**src/rtl/hw_chain_frame_driver_if.sv**
```systemverilog
// Request/status bundle between the display formatter
// and the chained shift-register frame driver.
interface hw_chain_frame_driver_if #(
  parameter int REG_SIZE     = 8,
  parameter int NUM_DATA_REG = 6,
  parameter int CTRL_SIZE    = 8
);
  logic ena;
  logic auto_mode;
  logic [NUM_DATA_REG-1:0][REG_SIZE-1:0] dig_data_in;
  logic [CTRL_SIZE-1:0] ctrl_data_in;
  logic upd_req;
  logic upd_ack;
  logic busy;
  logic frame_done;

  modport master (
    output ena, auto_mode, dig_data_in,
    output ctrl_data_in, upd_req,
    input  upd_ack, busy, frame_done
  );

  modport slave (
    input  ena, auto_mode, dig_data_in,
    input  ctrl_data_in, upd_req,
    output upd_ack, busy, frame_done
  );
endinterface

```
**src/rtl/hw_chain_frame_driver.sv**
```systemverilog
// Serialises digit + control frames into daisy-chained
// 595-style registers on a prescaled bit clock.
module hw_chain_frame_driver #(
  parameter int REG_SIZE          = 8,
  parameter int NUM_DATA_REG      = 6,
  parameter int CTRL_SIZE         = 8,
  parameter int CLK_PRESCALER     = 1000,
  parameter int CYCLES_PER_UPDATE = 100,
  parameter bit MSB_FIRST         = 1'b1,
  parameter bit SKIP_UNCHANGED    = 1'b1
) (
  input  logic clk,
  input  logic rst,
  hw_chain_frame_driver_if.slave bus,
  output logic all_bit_clk,
  output logic all_nrst,
  output logic control_data_ser,
  output logic digit_data_ser,
  output logic control_reg_clk
);
  localparam int F  = NUM_DATA_REG * REG_SIZE;
  localparam int PW = CLK_PRESCALER > 1 ?
                      $clog2(CLK_PRESCALER) : 1;
  localparam int UW = $clog2(CYCLES_PER_UPDATE + 1);
  localparam int KW = F > 1 ? $clog2(F) : 1;

  typedef enum logic [1:0] {
    CLR, IDLE, SHIFT, LATCH
  } state_t;

  state_t state;
  logic [PW-1:0] pcnt;
  logic [UW-1:0] period;
  logic [KW-1:0] k;
  logic ph;
  logic pending;
  logic [F-1:0] last_dig;
  logic [CTRL_SIZE-1:0] last_ctrl;
  logic [F-1:0] dsr;
  logic [F-1:0] csr;

  logic [F-1:0] flat;
  logic [F-1:0] dord;
  logic [F-1:0] cord;
  logic tick;
  logic go;
  logic skip;

  assign flat = bus.dig_data_in;
  assign tick = pcnt == PW'(CLK_PRESCALER - 1);

  // Reorder so every frame shifts out of the MSB end.
  always_comb begin
    dord = '0;
    cord = '0;
    for (int r = 0; r < NUM_DATA_REG; r++)
      for (int b = 0; b < REG_SIZE; b++)
        dord[r*REG_SIZE+b] = MSB_FIRST ?
          flat[r*REG_SIZE+b] :
          flat[r*REG_SIZE+REG_SIZE-1-b];
    for (int b = 0; b < CTRL_SIZE; b++)
      cord[b] = MSB_FIRST ?
        bus.ctrl_data_in[b] :
        bus.ctrl_data_in[CTRL_SIZE-1-b];
  end

  assign go = state == IDLE && bus.ena &&
              (bus.upd_req || pending ||
               (bus.auto_mode && period == '0));
  assign skip = SKIP_UNCHANGED &&
                !bus.upd_req && !pending &&
                flat == last_dig &&
                bus.ctrl_data_in == last_ctrl;

  always_ff @(posedge clk) begin
    if (rst) begin
      state            <= CLR;
      pcnt             <= '0;
      period           <= '0;
      k                <= '0;
      ph               <= 1'b0;
      pending          <= 1'b0;
      last_dig         <= '0;
      last_ctrl        <= '0;
      dsr              <= '0;
      csr              <= '0;
      all_bit_clk      <= 1'b0;
      all_nrst         <= 1'b0;
      control_data_ser <= 1'b0;
      digit_data_ser   <= 1'b0;
      control_reg_clk  <= 1'b0;
      bus.upd_ack      <= 1'b0;
      bus.busy         <= 1'b0;
      bus.frame_done   <= 1'b0;
    end else begin
      bus.upd_ack    <= 1'b0;
      bus.frame_done <= 1'b0;
      pcnt <= tick ? '0 : pcnt + 1'b1;
      if (tick && period != '0)
        period <= period - 1'b1;
      if (bus.upd_req &&
          (state == SHIFT || state == LATCH))
        pending <= 1'b1;
      unique case (state)
        CLR: if (tick) begin
          if (ph) begin
            all_nrst <= 1'b1;
            ph       <= 1'b0;
            state    <= IDLE;
          end else begin
            ph <= 1'b1;
          end
        end
        IDLE: begin
          bus.busy <= 1'b0;
          if (go) begin
            period <= UW'(CYCLES_PER_UPDATE);
            if (!skip) begin
              pending     <= 1'b0;
              bus.upd_ack <= 1'b1;
              bus.busy    <= 1'b1;
              last_dig    <= flat;
              last_ctrl   <= bus.ctrl_data_in;
              dsr         <= dord;
              csr         <= cord;
              k           <= '0;
              ph          <= 1'b0;
              state       <= SHIFT;
            end
          end
        end
        SHIFT: if (tick) begin
          if (!ph) begin
            all_bit_clk      <= 1'b0;
            digit_data_ser   <= dsr[F-1];
            control_data_ser <= csr[F-1];
            ph               <= 1'b1;
          end else begin
            all_bit_clk <= 1'b1;
            dsr         <= dsr << 1;
            csr         <= csr << 1;
            ph          <= 1'b0;
            if (k == KW'(F - 1))
              state <= LATCH;
            else
              k <= k + 1'b1;
          end
        end
        LATCH: if (tick) begin
          if (!ph) begin
            all_bit_clk      <= 1'b0;
            digit_data_ser   <= 1'b0;
            control_data_ser <= 1'b0;
            control_reg_clk  <= 1'b1;
            ph               <= 1'b1;
          end else begin
            control_reg_clk <= 1'b0;
            bus.frame_done  <= 1'b1;
            ph              <= 1'b0;
            state           <= IDLE;
          end
        end
        default: state <= CLR;
      endcase
    end
  end
endmodule

```
**src/flat_wrapper.sv**
```systemverilog
// flat-port wrapper written by rule: the top's interface ports become plain ports
module hw_chain_frame_driver_flat 
#(
  parameter int REG_SIZE          = 8,
  parameter int NUM_DATA_REG      = 6,
  parameter int CTRL_SIZE         = 8,
  parameter int CLK_PRESCALER     = 1000,
  parameter int CYCLES_PER_UPDATE = 100,
  parameter bit MSB_FIRST         = 1'b1,
  parameter bit SKIP_UNCHANGED    = 1'b1
)
  (clk, rst, all_bit_clk, all_nrst, control_data_ser, digit_data_ser, control_reg_clk, bus_ena, bus_auto_mode, bus_dig_data_in, bus_ctrl_data_in, bus_upd_req, bus_upd_ack, bus_busy, bus_frame_done);
  hw_chain_frame_driver_if #(.REG_SIZE(REG_SIZE), .NUM_DATA_REG(NUM_DATA_REG), .CTRL_SIZE(CTRL_SIZE)) bus_i ();
  input  logic clk;
  input  logic rst;
  output logic all_bit_clk;
  output logic all_nrst;
  output logic control_data_ser;
  output logic digit_data_ser;
  output logic control_reg_clk;
  input wire logic [$bits(bus_i.ena)-1:0] bus_ena;
  input wire logic [$bits(bus_i.auto_mode)-1:0] bus_auto_mode;
  input wire logic [$bits(bus_i.dig_data_in)-1:0] bus_dig_data_in;
  input wire logic [$bits(bus_i.ctrl_data_in)-1:0] bus_ctrl_data_in;
  input wire logic [$bits(bus_i.upd_req)-1:0] bus_upd_req;
  output wire logic [$bits(bus_i.upd_ack)-1:0] bus_upd_ack;
  output wire logic [$bits(bus_i.busy)-1:0] bus_busy;
  output wire logic [$bits(bus_i.frame_done)-1:0] bus_frame_done;
  assign bus_i.ena = bus_ena;
  assign bus_i.auto_mode = bus_auto_mode;
  assign bus_i.dig_data_in = bus_dig_data_in;
  assign bus_i.ctrl_data_in = bus_ctrl_data_in;
  assign bus_i.upd_req = bus_upd_req;
  assign bus_upd_ack = bus_i.upd_ack;
  assign bus_busy = bus_i.busy;
  assign bus_frame_done = bus_i.frame_done;
  hw_chain_frame_driver #(.REG_SIZE(REG_SIZE), .NUM_DATA_REG(NUM_DATA_REG), .CTRL_SIZE(CTRL_SIZE), .CLK_PRESCALER(CLK_PRESCALER), .CYCLES_PER_UPDATE(CYCLES_PER_UPDATE), .MSB_FIRST(MSB_FIRST), .SKIP_UNCHANGED(SKIP_UNCHANGED)) u_core (.clk(clk), .rst(rst), .bus(bus_i), .all_bit_clk(all_bit_clk), .all_nrst(all_nrst), .control_data_ser(control_data_ser), .digit_data_ser(digit_data_ser), .control_reg_clk(control_reg_clk));
endmodule
```
**config.mk**
```make
export PLATFORM = sky130hd
export DESIGN_NAME = hw_chain_frame_driver_flat
export DESIGN_NICKNAME = d
export VERILOG_FILES = /design/src/rtl/hw_chain_frame_driver_if.sv /design/src/rtl/hw_chain_frame_driver.sv /design/src/flat_wrapper.sv
export SDC_FILE = /design/constraint.sdc
export NUM_CORES = 1
export LEC_CHECK = 0
export ABC_AREA = 1
export CORE_ASPECT_RATIO = 0.8
export CORE_UTILIZATION = 25
export CTS_CLUSTER_DIAMETER = 100
export DETAILED_ROUTE_END_ITERATION = 8
export GPL_ROUTABILITY_DRIVEN = 1
export RECOVER_POWER = 25
export REMOVE_ABC_BUFFERS = 1
export SYNTH_ARGS = -nofsm -noshare
export SYNTH_HDL_FRONTEND = slang
export SYNTH_SLANG_ARGS = --single-unit
```
**constraint.sdc**
```tcl
create_clock -name clk -period 1.8 [get_ports clk]
set_clock_uncertainty 0.15 [all_clocks]
set_input_delay 0.18 -clock clk [delete_from_list [all_inputs] [get_ports clk]]
set_output_delay 0.18 -clock clk [all_outputs]
set_load 0.01 [all_outputs]
```
# ---- Yosys cells after proc, flatten, opt, wreduce, memory -nomap -nowiden
# Index checks and enable logic that the tools add are counted.
# Widths: inputs -> output; s select.
dict set report totals {
  register_bits 187
  word_cells 125
  input_bits 61
}
dict set report op_classes {
  bitwise 4
  mux 49
  n_addsub 3
  n_reduce_logical 32
  eq_ne 19
}
# operator n
set op_table {}
lappend op_table {{$mux 48} 8}
lappend op_table {{$pmux 48 s2} 2}
lappend op_table {{$eq 48x48->1} 1}
lappend op_table {{$mux 6} 5}
lappend op_table {{$mux 7} 3}
lappend op_table {{$mux 1} 18}
lappend op_table {{$mux 2} 7}
lappend op_table {{$ne 2x1->1 const B} 7}
lappend op_table {{$pmux 6 s2} 1}
lappend op_table {{$add 10x1->10 const B} 1}
lappend op_table {{$eq 10x10->1 const B} 1}
lappend op_table {{$ne 2x2->1 const B} 5}
lappend op_table {{$reduce_and 5->1} 2}
lappend op_table {{$reduce_and 3->1} 3}
lappend op_table {{$eq 8x8->1} 1}
lappend op_table {{$logic_and 1x1->1} 8}
lappend op_table {{$pmux 1 s2} 4}
lappend op_table {{$logic_not 7->1} 1}
lappend op_table {{$reduce_and 7->1} 1}
lappend op_table {{$reduce_bool 7->1} 1}
lappend op_table {{$sub 7x1->7 const B} 1}
lappend op_table {{$add 6x1->6 const B} 1}
lappend op_table {{$eq 6x6->1 const B} 1}
lappend op_table {{$pmux 2 s3} 1}
lappend op_table {{other kinds (12)} 23}

# ---- Logic depth before layout (Yosys ltp)
# Gate-level depths: netlist of the first run.
dict set report logic_depth {
  word_depth 7
  ltp_mapped 15
  ltp_nobuf 15
}

# ---- Worst setup path after synthesis of the first run
# OpenSTA, ideal clock, no wires.
dict set report synth_path {
  path_kind {reg2reg}
  from {reg u_core.pcnt[0]}
  to {reg u_core.csr[10]}
  synth_period_minus_slack_ps 2014
  t_arrival_ps 1752
  required_ps 1537
  setup_ps 113
  stages_incl_launch_ff 12
  slack_ps -214
  cell_sequence {dfxtp_1 ha_1 inv_2 nor3_2 nor3b_4 nand2_2 nand2_2 nand4_2 buf_2 buf_2 nor2_1 nor2_1}
}
dict set report synth_via {
  elab_chain_len 3
}
# item line_no
set synth_rtl {}
lappend synth_rtl {{from (decl)} hw_chain_frame_driver.sv:32} ;# logic [PW-1:0] pcnt;
lappend synth_rtl {{from (signal assigned)} hw_chain_frame_driver.sv:98} ;# pcnt <= tick ? '0 : pcnt + 1'b1;
lappend synth_rtl {{$eq 10x10->1} hw_chain_frame_driver.sv:50} ;# assign tick = pcnt == PW'(CLK_PRESCALER - 1);
lappend synth_rtl {{$ne 2x1->1 (no line)} --}
lappend synth_rtl {{$reduce_and 5->1 (no line)} --}
lappend synth_rtl {{to (signal assigned)} hw_chain_frame_driver.sv:125} ;# csr <= cord;
lappend synth_rtl {{to (signal assigned)} hw_chain_frame_driver.sv:141} ;# csr <= csr << 1;
lappend synth_rtl {{to (decl)} hw_chain_frame_driver.sv:40} ;# logic [F-1:0] csr;
# Every way passes these cells.
# A chain may end at the register's enable or synchronous reset.

# ---- Worst setup path in the final report of the first run
dict set report layout_path {
  from {reg u_core.last_dig[32]}
  to {reg u_core.csr[35]}
}
dict set report layout_via {
  elab_chain_len 5
}
# item line_no
set layout_rtl {}
lappend layout_rtl {{from (decl)} hw_chain_frame_driver.sv:37} ;# logic [F-1:0] last_dig;
lappend layout_rtl {{from (signal assigned)} hw_chain_frame_driver.sv:122} ;# last_dig <= flat;
lappend layout_rtl {{$eq 48x48->1} hw_chain_frame_driver.sv:72} ;# flat == last_dig &&
lappend layout_rtl {{$logic_and 1x1->1} hw_chain_frame_driver.sv:71} ;# !bus.upd_req && !pending &&
lappend layout_rtl {{$logic_and 1x1->1} hw_chain_frame_driver.sv:72}
lappend layout_rtl {{$ne 2x2->1 (no line)} --}
lappend layout_rtl {{$reduce_and 5->1 (no line)} --}
# Every way passes these cells.

==> results.yml, run 1 <==
finish:
  nNetsFinal: 1794
  drive_gt1_share_pct: 26.71
  final_cell_mix: "nand2_1 (383), inv_1 (262), nor2_1 (222), dfxtp_1 (161), buf_4 (147)"
  multi_input_area_um2: 5022
  seqCellArea_um2: 3776
  final_common_cell: "nand2_1"
  n_fill_cell: 3613
  areaGrowthSynthToFinish_pct: 50.83
timing:
  finalSetupViolations: 175
  rsz0062_at_grt: "yes"
  drv_slew: 0
  tns_ns: -61.49
  fin_crit_sh_pct: 123.4
  finalCriticalPeriod_ns: 2.221
  setup_ws_ns: -0.4212
  fmax_mhz: 450.2
  finalHoldViolCount: 0
  tightest_slew_ns: 0.5791
  max_slew_margin_pct: 60.99
placement:
  place_congestion: 0.7900
  hpwl_um: 18840
  port_buffers: 68
  dp_slack_ns: -0.9897
synthesis:
  synth.area.top_cells: "dfxtp_1 (40%), nand2_1 (19%), inv_1 (11%), nor2_1 (10%), o21ai_0 (4.6%)"
  synth_top_area_share_pct: 40.34
  ys_ff_latch: 187
  syn_inst: 1495
  async_reset_ff_share_pct: 0
  synth-warning-count: 0
  syn_avg_cell_area_um2: 6.207
  yosysSeqAreaShare_pct: 40.34
  yosysTopAreaCell: "dfxtp_1"
  synth.distinct_cells: 31
  synth-edff-count: 0
  syn_area_um2: 9280
  ys.flop_type: "dfxtp_1"
clock_tree:
  clk_pin_slew_ns: 0.07
  clock_path_buffers: 2
  clockRootBuffer: "clkbuf_16"
  hold_buffers: 0
  htree_levels: 4
  insertion_delay_ns: 0.45
  cts_tree: "yes"
  cts_buffers: 17
  clkSinkCount: 187
worst_setup_path:
  endpoint_kind: "register"
  start_kind: "register"
  crit_type: "register to register"
  cp.required_ns: 1.99
  arrival_ns: 2.41
  path_max_fanout: 8
pwr:
  pwr_density_cell_nw_per_um2: 631.5
  leakagePower_nw: 6.731
  finalPower_mw: 8.839
  ir_drop_mv: 0.4651
detailed_routing:
  num_vias: 9571
  drc: 0
  first_pass_iters: 5
  ant_nets: 0
  drtIter0Drc: 656
  wl_per_cell_um: 13.88
  avgViaCountPerCell: 4.315
  wl_um: 30790
floorplanning:
  fp.dieW_um: 217.4
  io_pins: 69
  die_area_um2: 37900
  num_rows: 62
  core_area_um2: 36230
  die_h_um: 174.3
  initial_utilization_pct: 25.62
global_route:
  antenna_found_initial: 1
  first_global_vias: 8753
  grt_pass1_wl_um: 45130
  globalRouteOverflowTotal: 0
  grtUsageTotal_pct: 15.09
  grt_max_degree: 48
min_path:
  hold_path_class: "primary input to register"
status:
  violations: "negative setup slack"
  status: "complete, but fails checks"
flow_run:
  cap_violations: 0
cell type report:
class / count / area share [%]
multi-input combinational: 966 / 35.88
clock buffer: 19 / 3.236
antenna: 1 / 0.01788
sequential: 187 / 26.98
inverter: 276 / 7.464
clock inverter: 13 / 1.198
tap: 480 / 4.291
timing repair buffer: 276 / 20.93
sequential cells by signal, indices dropped and copies added, names as in the netlist, 2 cells and up:
| signal | count |
|---|---|
| u_core.period | 7 |
| u_core.last_ctrl | 8 |
| u_core.pcnt | 10 |
| u_core.csr | 48 |
| u_core.last_dig | 48 |
| u_core.k | 6 |
| u_core.dsr | 48 |
| u_core.state | 2 |
where the power goes:
group	switching, mW	internal, mW
clock network	1.78	2.27
logic	0.337	0.309
registers	0.00485	4.14
total	2.12	6.72
stage by stage:
step | instances | area [um2] | hold slack [ns] | utilization, %
after floorplan | 1429 | 8925 | 0.09907 | -
after global placement | 2137 | 11600 | 0.3145 | 32.02
after detailed placement | 2137 | 11600 | 0.3282 | 32.02
after CTS | 2192 | 12850 | 0.2231 | 35.47
after global routing | 2218 | 14000 | 0.2365 | 38.64
final | 2218 | 14000 | 0.2214 | 38.64
path summary, 6_finish.rpt:
check                      start                 end  slack, ns  cells after the start
max          u_core.last_dig[32]      u_core.csr[35]      -0.42                     15
min           bus_dig_data_in[6]  u_core.last_dig[6]       0.22                      3
max reg2reg  u_core.last_dig[32]      u_core.csr[35]      -0.42                     15
min reg2reg       u_core.pcnt[8]      u_core.pcnt[9]       0.34                      2
layer usage:
layer	wire, um	share of wire, %	global-route usage [%]	vias to the layer above
met1	15280	50	21.93	4407
met5	0	0	0	-
met4	515	1.7	4.108	0
met2	13520	44	22.75	201
met3	1476	4.8	2.537	32
li1	-	-	-	4931
synth_stat cells (3+ instances only):
cell type,count
buf_2,20
inv_1,274
dfxtp_1,187
nand3_1,20
a21oi_1,15
nor3_1,9
o21ai_0,86
clkbuf_1,33
nor2_1,259
o22ai_1,45
xor2_1,3
a31oi_1,3
nand2_1,479
ha_1,9
xnor2_1,7
nand4_1,15
buf_6,11
worst max-delay path, cell delays in order, from the launching register on:
cell     delay [ns]
dfxtp_2        0.33
inv_1          0.05
nand2_1        0.08
o21ai_0        0.10
nor2_1         0.16
nand2_2        0.09
nor2_4         0.15
nand2_2        0.08
nor2_4         0.13
nand3_2        0.12
nand4_4        0.15
buf_12         0.20
buf_6          0.18
nand2_1        0.06
nand2_1        0.05
nor2_1         0.04
cell families after synthesis:
kind of cell	after synthesis	synth area share, %
fa+ha+maj	9	1.213
flops	187	40.34
compound gates	153	9.006
simple gates	794	33.50
buf+inv	342	14.99
xor+xnor	10	0.9438
timing repair:
item | in CTS | in global routing
endpoints found under the setup margin | 174 | 184
gates cloned | 8 | 14
gates resized for setup | 95 | 233
buffers inserted | 15 | 16
pin swaps | 13 | 52
No activity file was read; power rests on OpenSTA's default activity.
==> run 2: changes to the inputs <==
CAP_MARGIN = 20   (was default)
CTS_CLUSTER_DIAMETER = 150   (was 100)
==> results of run 2 <==
Final layout, timing and power as in run 1 (identical DEF).
==> run 3: changes to the inputs <==
CORE_MARGIN = 10   (was default)
==> run 3 against run 2 <==
  * The run still ends with negative setup slack left
  * First-iteration DRC count decreased by 18%
  * Wire length decreased by 0.46%
  * Power decreased by 2.7%
  * Critical path depth unchanged
  * Global-route usage decreased by 3.1 points
  * Highest routed layer unchanged
==> results.yml, run 3 (synthesis gave the netlist of run 1 again) <==
global_route:
  grt_max_degree: 64
  grtUsageTotal_pct: 12.01
  globalRouteOverflowTotal: 0
  grt_pass1_wl_um: 44640
  antenna_found_initial: 0
  first_global_vias: 8601
detailed_routing:
  avgViaCountPerCell: 4.318
  wl_per_cell_um: 13.83
  wl_um: 30650
  drtIter0Drc: 536
  first_pass_iters: 5
  ant_nets: 0
  num_vias: 9569
  drc: 0
clock_tree:
  cts_tree: "yes"
  clockRootBuffer: "clkbuf_16"
  clkSinkCount: 187
  cts_buffers: 17
  clock_path_buffers: 2
  hold_buffers: 0
  insertion_delay_ns: 0.45
  clk_pin_slew_ns: 0.08
  htree_levels: 4
floorplanning:
  num_rows: 63
  initial_utilization_pct: 25.16
  io_pins: 69
  fp.dieW_um: 235.4
  die_area_um2: 45280
  die_h_um: 192.3
  core_area_um2: 36890
finish:
  top_regs: "u_core.csr (48), u_core.dsr (48), u_core.last_dig (48)"
  final_area_um2: 14180
  instances_no_fill: 2216
  nNetsFinal: 1786
  final_cell_mix: "nand2_1 (406), inv_1 (262), nor2_1 (201), dfxtp_1 (171), buf_4 (131)"
  final_common_cell: "nand2_1"
  final_util_pct: 38.45
  diodes: 0
  drive_gt1_share_pct: 27.18
  areaGrowthSynthToFinish_pct: 52.84
  n_fill_cell: 3717
placement:
  place_congestion: 0.8304
  port_buffers: 68
  dp_slack_ns: -1.055
  dp.cells: 2132
  hpwl_um: 17990
  dpl_cell_area_um2: 11530
min_path:
  hold_path_class: "primary input to register"
worst_setup_path:
  r2r_slack_ns: -0.38
  crit_chain: "inv_2 > nand2_1 > nand2_1 > nor2_2 > nand2_1 > nor2_1 > nand2_1 > nor2_4 > nand2_4 > nand2_4 > buf_6 > nand2_8 > buf_12 > buf_16 > o22ai_2"
  cp.required_ns: 2.02
  crit_type: "register to register"
  arrival_ns: 2.41
  path_max_fanout: 8
  worst_path_max_delay_cell: "dfxtp_2"
  path_common_cell: "nand2_1"
  start_kind: "register"
  endpoint_kind: "register"
  cpPeakStageDelay_ns: 0.34
timing:
  drv_slew: 0
  tightest_slew_ns: 0.3630
  finalCriticalPeriod_ns: 2.183
  fin_crit_sh_pct: 121.3
  finalHoldViolCount: 0
  whs_ns: 0.06229
  setup_ws_ns: -0.3835
  finalSetupViolations: 170
  tns_ns: -53.86
  rsz0062_at_grt: "yes"
  fmax_mhz: 458.0
  max_slew_margin_pct: 75.54
pwr:
  ir_drop_mv: 0.7250
  pwr_density_cell_nw_per_um2: 606.3
  pwr-share-seq_pct: 48.2
  internal_power_mw: 6.336
  p_sw_share_pct: 26.32
  power_frac_comb_pct: 8.0
  leakagePower_nw: 6.763
  p_switching_mw: 2.263
  p_clk_share_pct: 43.9
  finalPower_mw: 8.599
flow_run:
  cap_violations: 0
status:
  violations: "negative setup slack"
  status: "complete, but fails checks"
-- run 3: path summary, 6_finish.rpt --
check,startpoint,endpoint,cells after the start
hold / removal,bus_ctrl_data_in[7],u_core.last_ctrl[7],3
setup / recovery,u_core.last_dig[3],u_core.last_dig[2],15
hold reg to reg,u_core.pending,u_core.pending,2
setup reg to reg,u_core.last_dig[3],u_core.last_dig[2],15
-- run 3: critical path: cells and delay by family, from the launching register on --
family / cells / cell delay [ns]
compound gates: 1 / 0.08
buf+inv: 4 / 0.49
flops: 1 / 0.34
simple gates: 10 / 1.04
-- run 3: layout make-up --
type                            count  area, um2  area share [%]
Tap cell                          487      609.3           4.296
Multi-Input combinational cell    966       5134           36.19
Sequential cell                   187       3764           26.53
Inverter                          276       1045           7.366
Clock inverter                     14      130.1          0.9174
Clock buffer                       18      439.2           3.096
Timing Repair Buffer              268       3063           21.59
-- run 3: power by group through the flow --
stage | logic (mW) | registers, mW | clock network [mW]
after floorplan | 0.194 | 4.24 | 0
after global placement | 0.540 | 4.24 | 0
after detailed placement | 0.544 | 4.24 | 0
after CTS | 0.609 | 4.14 | 3.83
after global routing | 0.735 | 4.14 | 4.00
final | 0.684 | 4.14 | 3.77
-- run 3: metal layers --
| metal | share of wire (%) | track usage, % |
|---|---|---|
| met1 | 49 | 16.66 |
| met2 | 45 | 18.69 |
| met3 | 4.1 | 2.177 |
| met4 | 1.5 | 3.372 |
| met5 | 0 | 0 |
-- run 3: timing repair --
| action | CTS | global route |
|---|---|---|
| gates resized for setup | 73 | 273 |
| gates cloned | 12 | 20 |
| setup buffers | 12 | 13 |
| setup endpoints to repair | 174 | 176 |
| pin swaps | 9 | 47 |
